$ cat src/rtl/spi_regbank_pkg.sv
// Shared FSM encoding, command-byte layout and sizing helpers for spi_slave_regbank.
package spi_regbank_pkg;

   typedef enum logic [2:0] {
      ST_IDLE   = 3'd0,
      ST_CMD    = 3'd1,
      ST_ADDR   = 3'd2,
      ST_WDATA  = 3'd3,
      ST_RDATA  = 3'd4,
      ST_IGNORE = 3'd5,
      ST_DONE   = 3'd6
   } state_e;

   localparam int CMD_W  = 8;
   localparam int RW_BIT = 7;
   localparam int ID_MSB = 6;

   function automatic int clog2(input int unsigned v);
      int r;
      r = 0;
      for (int i = 0; i < 32; i++) begin
         if ((64'd1 << i) < 64'(v)) r = i + 1;
      end
      return r;
   endfunction

   function automatic int max3(input int a, input int b, input int c);
      int m;
      m = (a > b) ? a : b;
      return (m > c) ? m : c;
   endfunction

endpackage

$ cat src/rtl/spi_edge_sync.sv
// Two-flop synchroniser for an asynchronous pin, with one-clock rise/fall pulses
// derived from the synchronised level. RST_VAL sets the level assumed during reset.
module spi_edge_sync #(
   parameter logic RST_VAL = 1'b0
) (
   input  logic clock,
   input  logic n_reset,
   input  logic async_i,
   output logic level_o,
   output logic rise_o,
   output logic fall_o
);

   logic meta_q, sync_q, prev_q;

   always_ff @(posedge clock or negedge n_reset) begin
      if (!n_reset) begin
         meta_q <= RST_VAL;
         sync_q <= RST_VAL;
         prev_q <= RST_VAL;
      end else begin
         meta_q <= async_i;
         sync_q <= meta_q;
         prev_q <= sync_q;
      end
   end

   assign level_o = sync_q;
   assign rise_o  = sync_q & ~prev_q;
   assign fall_o  = ~sync_q & prev_q;

endmodule

$ cat src/rtl/spi_slave_regbank.sv
// Oversampled SPI slave fronting a small register bank (command, address, data words).
// Build macro SPI_REGBANK_AUTOINC_EN: pointer steps by one per completed data word.
module spi_slave_regbank
   import spi_regbank_pkg::*;
#(
   parameter int          DATA_W    = 8,
   parameter int          ADDR_W    = 8,
   parameter int          NUM_REGS  = 4,
   parameter int unsigned BASE_ADDR = 'h10,
   parameter logic [6:0]  DEV_ID    = 7'h55,
   parameter logic        CPOL      = 1'b0,
   parameter logic        CPHA      = 1'b0,
   localparam int         IDX_W     = (clog2(NUM_REGS) > 0) ? clog2(NUM_REGS) : 1
) (
   input  logic                       clock,
   input  logic                       n_reset,
   input  logic                       ss,
   input  logic                       sclk,
   input  logic                       mosi,
   output logic                       miso,
   output logic                       miso_oe,
   output logic [NUM_REGS*DATA_W-1:0] reg_q,
   output logic                       wr_strobe,
   output logic [IDX_W-1:0]           wr_index
);

   localparam int SH_W  = max3(CMD_W, ADDR_W, DATA_W);
   localparam int CNT_W = clog2(SH_W) + 1;
   localparam logic [ADDR_W-1:0] BASE_A = ADDR_W'(BASE_ADDR);
`ifdef SPI_REGBANK_AUTOINC_EN
   localparam logic [ADDR_W-1:0] PTR_STEP = ADDR_W'(1);
`else
   localparam logic [ADDR_W-1:0] PTR_STEP = '0;
`endif

   logic ss_lvl, ss_rise, ss_fall;
   logic sclk_lvl, sclk_rise, sclk_fall;
   logic mosi_lvl, mosi_rise, mosi_fall;
   logic unused_sync;

   // ss resets low so a frame already running at reset release is not joined.
   spi_edge_sync #(.RST_VAL(1'b0)) u_ss_sync (
      .clock(clock), .n_reset(n_reset), .async_i(ss),
      .level_o(ss_lvl), .rise_o(ss_rise), .fall_o(ss_fall));

   spi_edge_sync #(.RST_VAL(CPOL)) u_sclk_sync (
      .clock(clock), .n_reset(n_reset), .async_i(sclk),
      .level_o(sclk_lvl), .rise_o(sclk_rise), .fall_o(sclk_fall));

   spi_edge_sync #(.RST_VAL(1'b0)) u_mosi_sync (
      .clock(clock), .n_reset(n_reset), .async_i(mosi),
      .level_o(mosi_lvl), .rise_o(mosi_rise), .fall_o(mosi_fall));

   assign unused_sync = ^{ss_lvl, sclk_lvl, mosi_rise, mosi_fall};

   logic lead_e, trail_e, sample_e, shift_e;
   assign lead_e   = CPOL ? sclk_fall : sclk_rise;
   assign trail_e  = CPOL ? sclk_rise : sclk_fall;
   assign sample_e = CPHA ? trail_e : lead_e;
   assign shift_e  = CPHA ? lead_e : trail_e;

   state_e              state_q, state_d;
   logic [CNT_W-1:0]    cnt_q, cnt_d;
   logic [SH_W-1:0]     sh_q, sh_d, sh_next;
   logic                rw_q, rw_d;
   logic [ADDR_W-1:0]   ptr_q, ptr_d;
   logic                load_q, load_d;
   logic [DATA_W-1:0]   rd_sh_q, rd_sh_d;
   logic                miso_q, miso_d;
   logic                wr_strobe_q, wr_strobe_d;
   logic [IDX_W-1:0]    wr_index_q, wr_index_d;
   logic [DATA_W-1:0]   regs_q [NUM_REGS];

   logic [ADDR_W-1:0]   off;
   logic                in_range;
   logic [IDX_W-1:0]    idx;
   logic [DATA_W-1:0]   rd_word;
   logic                wr_en;

   // Pointer offset from the bank base; below-base pointers wrap to a large offset.
   assign off      = ptr_q - BASE_A;
   assign in_range = ({1'b0, off} < (ADDR_W+1)'(NUM_REGS));
   assign idx      = off[IDX_W-1:0];
   assign rd_word  = in_range ? regs_q[idx] : '0;
   assign sh_next  = {sh_q[SH_W-2:0], mosi_lvl};

   always_ff @(posedge clock or negedge n_reset) begin
      if (!n_reset) begin
         state_q     <= ST_IDLE;
         cnt_q       <= '0;
         sh_q        <= '0;
         rw_q        <= 1'b0;
         ptr_q       <= '0;
         load_q      <= 1'b0;
         rd_sh_q     <= '0;
         miso_q      <= 1'b0;
         wr_strobe_q <= 1'b0;
         wr_index_q  <= '0;
      end else begin
         state_q     <= state_d;
         cnt_q       <= cnt_d;
         sh_q        <= sh_d;
         rw_q        <= rw_d;
         ptr_q       <= ptr_d;
         load_q      <= load_d;
         rd_sh_q     <= rd_sh_d;
         miso_q      <= miso_d;
         wr_strobe_q <= wr_strobe_d;
         wr_index_q  <= wr_index_d;
      end
   end

   always_comb begin
      state_d     = state_q;
      cnt_d       = cnt_q;
      sh_d        = sh_q;
      rw_d        = rw_q;
      ptr_d       = ptr_q;
      load_d      = 1'b0;
      rd_sh_d     = rd_sh_q;
      miso_d      = miso_q;
      wr_strobe_d = 1'b0;
      wr_index_d  = wr_index_q;
      wr_en       = 1'b0;

      unique case (state_q)
         ST_IDLE: begin
            cnt_d  = '0;
            miso_d = 1'b0;
            if (ss_fall) state_d = ST_CMD;
         end
         ST_CMD: begin
            if (sample_e) begin
               sh_d = sh_next;
               if (cnt_q == CNT_W'(CMD_W-1)) begin
                  cnt_d = '0;
                  if (sh_next[ID_MSB:0] == DEV_ID) begin
                     rw_d    = sh_next[RW_BIT];
                     state_d = ST_ADDR;
                  end else begin
                     state_d = ST_IGNORE;
                  end
               end else begin
                  cnt_d = cnt_q + CNT_W'(1);
               end
            end
         end
         ST_ADDR: begin
            if (sample_e) begin
               sh_d = sh_next;
               if (cnt_q == CNT_W'(ADDR_W-1)) begin
                  cnt_d   = '0;
                  ptr_d   = sh_next[ADDR_W-1:0];
                  state_d = rw_q ? ST_RDATA : ST_WDATA;
                  load_d  = rw_q;
               end else begin
                  cnt_d = cnt_q + CNT_W'(1);
               end
            end
         end
         ST_WDATA: begin
            if (sample_e) begin
               sh_d = sh_next;
               if (cnt_q == CNT_W'(DATA_W-1)) begin
                  cnt_d = '0;
                  ptr_d = ptr_q + PTR_STEP;
                  if (in_range) begin
                     wr_en       = 1'b1;
                     wr_strobe_d = 1'b1;
                     wr_index_d  = idx;
                  end
               end else begin
                  cnt_d = cnt_q + CNT_W'(1);
               end
            end
         end
         ST_RDATA: begin
            if (shift_e) begin
               miso_d  = rd_sh_q[DATA_W-1];
               rd_sh_d = {rd_sh_q[DATA_W-2:0], 1'b0};
            end
            // The word is fetched one clock after the pointer settles.
            if (load_q) rd_sh_d = rd_word;
            if (sample_e) begin
               if (cnt_q == CNT_W'(DATA_W-1)) begin
                  cnt_d  = '0;
                  ptr_d  = ptr_q + PTR_STEP;
                  load_d = 1'b1;
               end else begin
                  cnt_d = cnt_q + CNT_W'(1);
               end
            end
         end
         ST_IGNORE: begin
            cnt_d = '0;
         end
         ST_DONE: begin
            miso_d = 1'b0;
            if (cnt_q == CNT_W'(1)) begin
               cnt_d   = '0;
               state_d = ST_IDLE;
            end else begin
               cnt_d = cnt_q + CNT_W'(1);
            end
         end
         default: begin
            cnt_d   = '0;
            state_d = ST_IDLE;
         end
      endcase

      // A word finishing in the same clock as ss rise still commits above.
      if (ss_rise && (state_q != ST_IDLE) && (state_q != ST_DONE)) begin
         state_d = ST_DONE;
         cnt_d   = '0;
         load_d  = 1'b0;
      end
   end

   always_ff @(posedge clock or negedge n_reset) begin
      if (!n_reset) begin
         for (int i = 0; i < NUM_REGS; i++) regs_q[i] <= '0;
      end else if (wr_en) begin
         regs_q[idx] <= sh_next[DATA_W-1:0];
      end
   end

   always_comb begin
      reg_q = '0;
      for (int i = 0; i < NUM_REGS; i++) reg_q[i*DATA_W +: DATA_W] = regs_q[i];
   end

   assign miso      = miso_q;
   assign miso_oe   = (state_q == ST_RDATA);
   assign wr_strobe = wr_strobe_q;
   assign wr_index  = wr_index_q;

endmodule
$ cat config.mk
export PLATFORM = sky130hd
export DESIGN_NAME = spi_slave_regbank
export DESIGN_NICKNAME = d
export VERILOG_FILES = /design/src/rtl/spi_regbank_pkg.sv /design/src/rtl/spi_edge_sync.sv /design/src/rtl/spi_slave_regbank.sv
export SDC_FILE = /design/constraint.sdc
export NUM_CORES = 1
export LEC_CHECK = 0
export ABC_CLOCK_PERIOD_IN_PS = 4000
export CORE_AREA = 5 5 91 93
export DETAILED_ROUTE_END_ITERATION = 6
export DIE_AREA = 0 0 96 98
export GPL_TIMING_DRIVEN = 0
export HOLD_SLACK_MARGIN = 0.1
export PLACE_DENSITY = 0.75
export SYNTH_ARGS = -nofsm -noshare
export SYNTH_HDL_FRONTEND = slang
export SYNTH_HIERARCHICAL = 1
export SYNTH_SLANG_ARGS = --single-unit
$ cat constraint.sdc
create_clock -name clock -period 4 [get_ports clock]
set_clock_uncertainty 0.15 [all_clocks]
set_input_delay 0.6 -clock clock [delete_from_list [all_inputs] [get_ports clock]]
set_output_delay 0.6 -clock clock [all_outputs]
set_load 0.01 [all_outputs]
Word level (Yosys, flattened, before mapping)

Index checks and enable logic that the tools add are counted.

Output and inout bits: 37
Word-level logic and storage cells: 109
Register bits after elaboration: 76
Input bits: 5

Reductions and logical operators: 18
Order comparisons: 3
Multiplexer cells: 36
Add/subtract/negate cells: 2
Bitwise operators: 9
Eq/ne operators: 19

Operator list:

| operator                                             | number |
|---|---|
| two-way mux 8 bit                                    | 6 |
| bitwise mux 32 bit                                   | 1 |
| two-way mux 3 bit                                    | 9 |
| != test 3 bit (second input constant)                | 7 |
| binary-select mux 8 bit (select 2 bit)               | 1 |
| demux 8 bit (select 2 bit)                           | 1 |
| two-way mux 4 bit                                    | 4 |
| one-hot mux 3 bit (5 select lines)                   | 1 |
| two-way mux 1 bit                                    | 10 |
| equality test 3 bit (second input constant)          | 3 |
| < comparator 8 x 3 -> 1 bit (second input constant)  | 1 |
| one-hot mux 4 bit (2 select lines)                   | 1 |
| AND reduction 4 bit                                  | 2 |
| subtractor 8 x 5 -> 8 bit (second input constant)    | 1 |
| equality test 7 bit (second input constant)          | 1 |
| AND reduction 7 bit                                  | 1 |
| equality test 3 x 2 -> 1 bit (second input constant) | 2 |
| AND reduction 2 bit                                  | 3 |
| OR reduction 3 bit                                   | 2 |
| adder 4 x 1 -> 4 bit (second input constant)         | 1 |
| AND 1 bit                                            | 4 |
| equality test 4 x 1 -> 1 bit (second input constant) | 1 |
| equality test 4 x 3 -> 1 bit (second input constant) | 1 |
| != test 2 x 1 -> 1 bit (second input constant)       | 2 |
| 14 further kinds                                     | 21 |

Logic depth before layout (Yosys ltp)

Depth after elaboration: 7
Gate-level depth with buffers: 7
Mapped depth without buffers: 6

Hierarchy

Netlist, hierarchy kept.

By module, submodules not included:

| module            | times used | seq. area each (um2) | area each (um2) | cells each |
|---|---|---|---|---|
| spi_slave_regbank | 1          | 1,701.6              | 3,308.2         | 250 |
| spi_edge_sync     | 3          | 75.1                 | 90.1            | 5 |

Least setup slack after synthesis

No wires, ideal clock.

Path kind: register -> register
Start point: register u_sclk_sync.prev_q
End point: register regs_q, in the netlist reg_q[0]
Period minus slack after synthesis: 2.224 ns
Setup time: 0.125 ns
Path slack: 1.776 ns
Arrival time: 1.948 ns
Path buffers: 2
Data required time: 3.725 ns
Cell stages (with the launch flop): 8
Cell sequence: dfrtp_1 -> nor2b_1 -> and4b_1 -> buf_4 -> nand4_4 -> or3_1 -> buf_6 -> mux2_4

Longest elaborated chain between the ends: 4

Ends and longest elaborated chain:

| element                        | RTL line                 | text |
|---|---|---|
| start: declaration             | spi_edge_sync.sv:14      | `logic meta_q, sync_q, prev_q;` |
| start signal: assignment       | spi_edge_sync.sv:24      | `prev_q <= sync_q;` |
| NOT 1 bit                      | spi_edge_sync.sv:29      | `assign rise_o = sync_q & ~prev_q;` |
| AND 1 bit                      | spi_edge_sync.sv:29      |  |
| named net lead_e               | spi_slave_regbank.sv:56  | `logic lead_e, trail_e, sample_e, shift_e;` |
| two-way mux 1 bit              | spi_slave_regbank.sv:162 | `if (sample_e) begin` |
| two-way mux 1 bit              | spi_slave_regbank.sv:126 | `unique case (state_q)` |
| end signal: indexed assignment | spi_slave_regbank.sv:224 | `regs_q[idx] <= sh_next[DATA_W-1:0];` |
| end: declaration               | spi_slave_regbank.sv:72  | `logic [DATA_W-1:0] regs_q [NUM_REGS];` |

The timed path passes the listed nets, and every way through them passes these cells.
A chain may end at the register's enable or synchronous reset.

Worst setup path after layout

Start point: register state_q[0]
End point: output port miso_oe

Longest elaborated chain between the ends: 1

Ends and longest elaborated chain:

| element                  | RTL line                 | text |
|---|---|---|
| start: declaration       | spi_slave_regbank.sv:62  | `state_e state_q, state_d;` |
| start signal: assignment | spi_slave_regbank.sv:100 | `state_q <= state_d;` |
| equality test 3 bit      | spi_slave_regbank.sv:234 | `assign miso_oe = (state_q == ST_RDATA);` |
| end: declaration         | spi_slave_regbank.sv:21  | `output logic miso_oe,` |

Every way passes these cells.

==> flow_metrics.py <==
metrics = {
    "place": {
        "place_area_sq_um": 4090,
        "post-dp-hpwl_um": 5180,
        "placed_cells": 406,
        "port_buffers": 41,
        "routabilityCongestion": 0.891,
    },
    "run_status": {
        "status": "completed",
    },
    "clocking": {
        "cts_root_buf": "clkbuf_8",
        "clk_latency_ns": 0.34,
        "cts_tree": "yes",
        "cts_buffers": 9,
        "htreeDepth": 3,
        "cts_buffer_depth": 2,
        "path_clk_slew_ns": 0.08,
        "clock_sinks": 76,
    },
    "timing": {
        "maxSlewHeadroom": 0.576,
        "tightest_slew_ns": 0.636,
        "rsz0062_at_grt": "false",
        "fin_crit_sh": 0.710,
        "setup_violations": 0,
        "finalMaxSlewViolations": 0,
        "min_period_ns": 2.84,
        "fmax_mhz": 352,
        "hold_viol": 0,
        "final.setup.tns_ns": 0,
    },
    "global_route": {
        "grt_pass1_wl_um": 12400,
        "antenna_found_initial": 0,
        "grt_max_degree": 44,
        "grt_pass1_vias": 2444,
        "grt-ovfl-total": 0,
        "track_usage": 0.170,
    },
    "pwr": {
        "p_sw_mw": 0.653,
        "p_clk_frac": 0.285,
        "swShare": 0.323,
        "finalPower_mw": 2.02,
        "combPwrFrac": 0.226,
        "powerDensity_nw_per_um2": 471,
        "ir_worst_vdd_mv": 0.255,
        "p_seq_frac": 0.489,
        "p_leak_nw": 1.90,
        "internal-power_mw": 1.37,
    },
    "die": {
        "rows": 32,
        "die_area_sq_um": 9410,
        "die_y_um": 98,
        "pin_count": 42,
        "core_sq_um": 7450,
        "start_util": 0.475,
        "die_w_um": 96,
    },
    "final_layout": {
        "synthToLayoutAreaGrowth_pct": 21.4,
        "post-route-cell-area_sq_um": 4300,
        "mostFrequentLayoutCell": "dfrtp_1",
        "final_cells": 423,
        "nFillCells": 616,
        "post_route_cells_drive_above_1_share": 0.290,
        "ff_latch_area_sq_um": 1900,
        "num_antenna_cells": 0,
        "multi_input_area_sq_um": 1540,
        "fin_nets": 323,
        "final_cell_mix": "dfrtp_1, mux2_2, clkdlybuf4s50_1",
    },
    "synth": {
        "syn_inst": 262,
        "yosysWarningCount": 6,
        "syn_nets": 269,
        "netlist_area_sq_um": 3540,
        "synth_area_per_cell_sq_um": 13.5,
    },
    "hold_path": {
        "hp-start": "u_sclk_sync/meta_q$_DFF_PN0_",
        "hp-class": "reg2reg",
    },
    "route": {
        "num_vias": 2307,
        "first_pass_iters": 4,
        "drtAntennaViolNets": 0,
        "route.detailed.drc": 0,
        "drt_iter0_drc": 78,
        "via_per_inst": 5.45,
        "wl_per_cell_um": 17.7,
        "wl_um": 7480,
    },
    "worst_setup_path": {
        "cp-start-kind": "flop",
        "worstReg2RegStart": "u_sclk_sync/prev_q$_DFF_PN0_",
        "cp-end-kind": "primary output",
        "crit_arrival_ns": 2.09,
        "crit_type": "reg2out",
        "critPathRequiredTime_ns": 3.25,
        "cp_max_fo": 9,
        "crit_start": "state_q[0]$_DFFE_PN0P_",
    },
    "flow_run": {
        "max_cap_viol_count": 0,
    },
}
## per-stage QoR
stage | worst slack (ns) | utilization | hold WS [ns]
4_1_cts | 1.14 | 0.577 | 0.201
5_1_grt | 1.03 | 0.577 | 0.205
3_5_place_dp | 1.44 | 0.550 | 0.185
2_1_floorplan | 1.78 | - | 0.154
3_3_place_gp | -0.427 | 0.547 | 0.182
6_report | 1.16 | 0.577 | 0.199
## critical path: stages, from the launching register on
cell and delay [ns]:
dfrtp_1 0.36, buf_2 0.17, nor3b_1 0.56, clkdlybuf4s50_1 0.67
## power by group through the flow
| stage | Clock [mW] | Sequential [mW] | Combinational, mW |
|---|---|---|---|
| finish | 0.576 | 0.988 | 0.457 |
| global route | 0.625 | 1.00 | 0.507 |
| CTS | 0.589 | 0.985 | 0.456 |
| detailed placement | 0 | 1.00 | 0.446 |
| global placement | 0 | 0.994 | 0.430 |
| floorplan | 0 | 0.953 | 0.349 |
## area by class of cell
| class | instances | area share |
|---|---|---|
| Sequential cell | 76 | 0.443 |
| Clock inverter | 6 | 0.0149 |
| Inverter | 9 | 0.00786 |
| Buffer | 12 | 0.0143 |
| Timing Repair Buffer | 43 | 0.102 |
| Clock buffer | 10 | 0.0297 |
| Tap cell | 102 | 0.0297 |
| Multi-Input combinational cell | 165 | 0.359 |
## final timing paths
check                           slack, ns                             to  depth (start not counted)
worst max-delay path                 1.16                        miso_oe                          3
worst min-delay path                 0.20  u_sclk_sync/level_o$_DFF_PN0_                          0
worst max register to register       1.45          reg_q[12]$_DFFE_PN0P_                          6
worst min register to register       0.20  u_sclk_sync/level_o$_DFF_PN0_                          0
max in group asynchronous            2.52   u_sclk_sync/meta_q$_DFF_PN0_                          3
min in group asynchronous            0.58            wr_strobe$_DFF_PN0_                          2
## registers in the layout, indices dropped and copies added (netlist names)
| name | count |
|---|---|
| u_ss_sync/meta_q | 1 |
| wr_strobe | 1 |
| rd_sh_q | 8 |
| wr_index | 2 |
| sh_q | 7 |
| load_q | 1 |
| u_ss_sync/prev_q | 1 |
| state_q | 3 |
| u_ss_sync/level_o | 1 |
| reg_q | 32 |
| u_sclk_sync/meta_q | 1 |
| ptr_q | 8 |
| cnt_q | 4 |
| u_sclk_sync/level_o | 1 |
| u_sclk_sync/prev_q | 1 |
| u_mosi_sync/meta_q | 1 |
| u_mosi_sync/level_o | 1 |
| miso | 1 |
| rw_q | 1 |
## what timing repair did
item                                   in CTS  in global routing
setup buffers                               0                  0
gates resized for setup                     0                  0
hold buffers                                1                  0
endpoints found under the hold margin      33                  0
## per-layer routing
metal	track usage	vias up	part of all wire
met5	0	-	0
met2	0.260	52	0.49
li1	-	1075	-
met3	0.0431	4	0.039
met4	0.0525	0	0.0078
met1	0.239	1176	0.46
No activity file was read; power rests on OpenSTA's default activity.
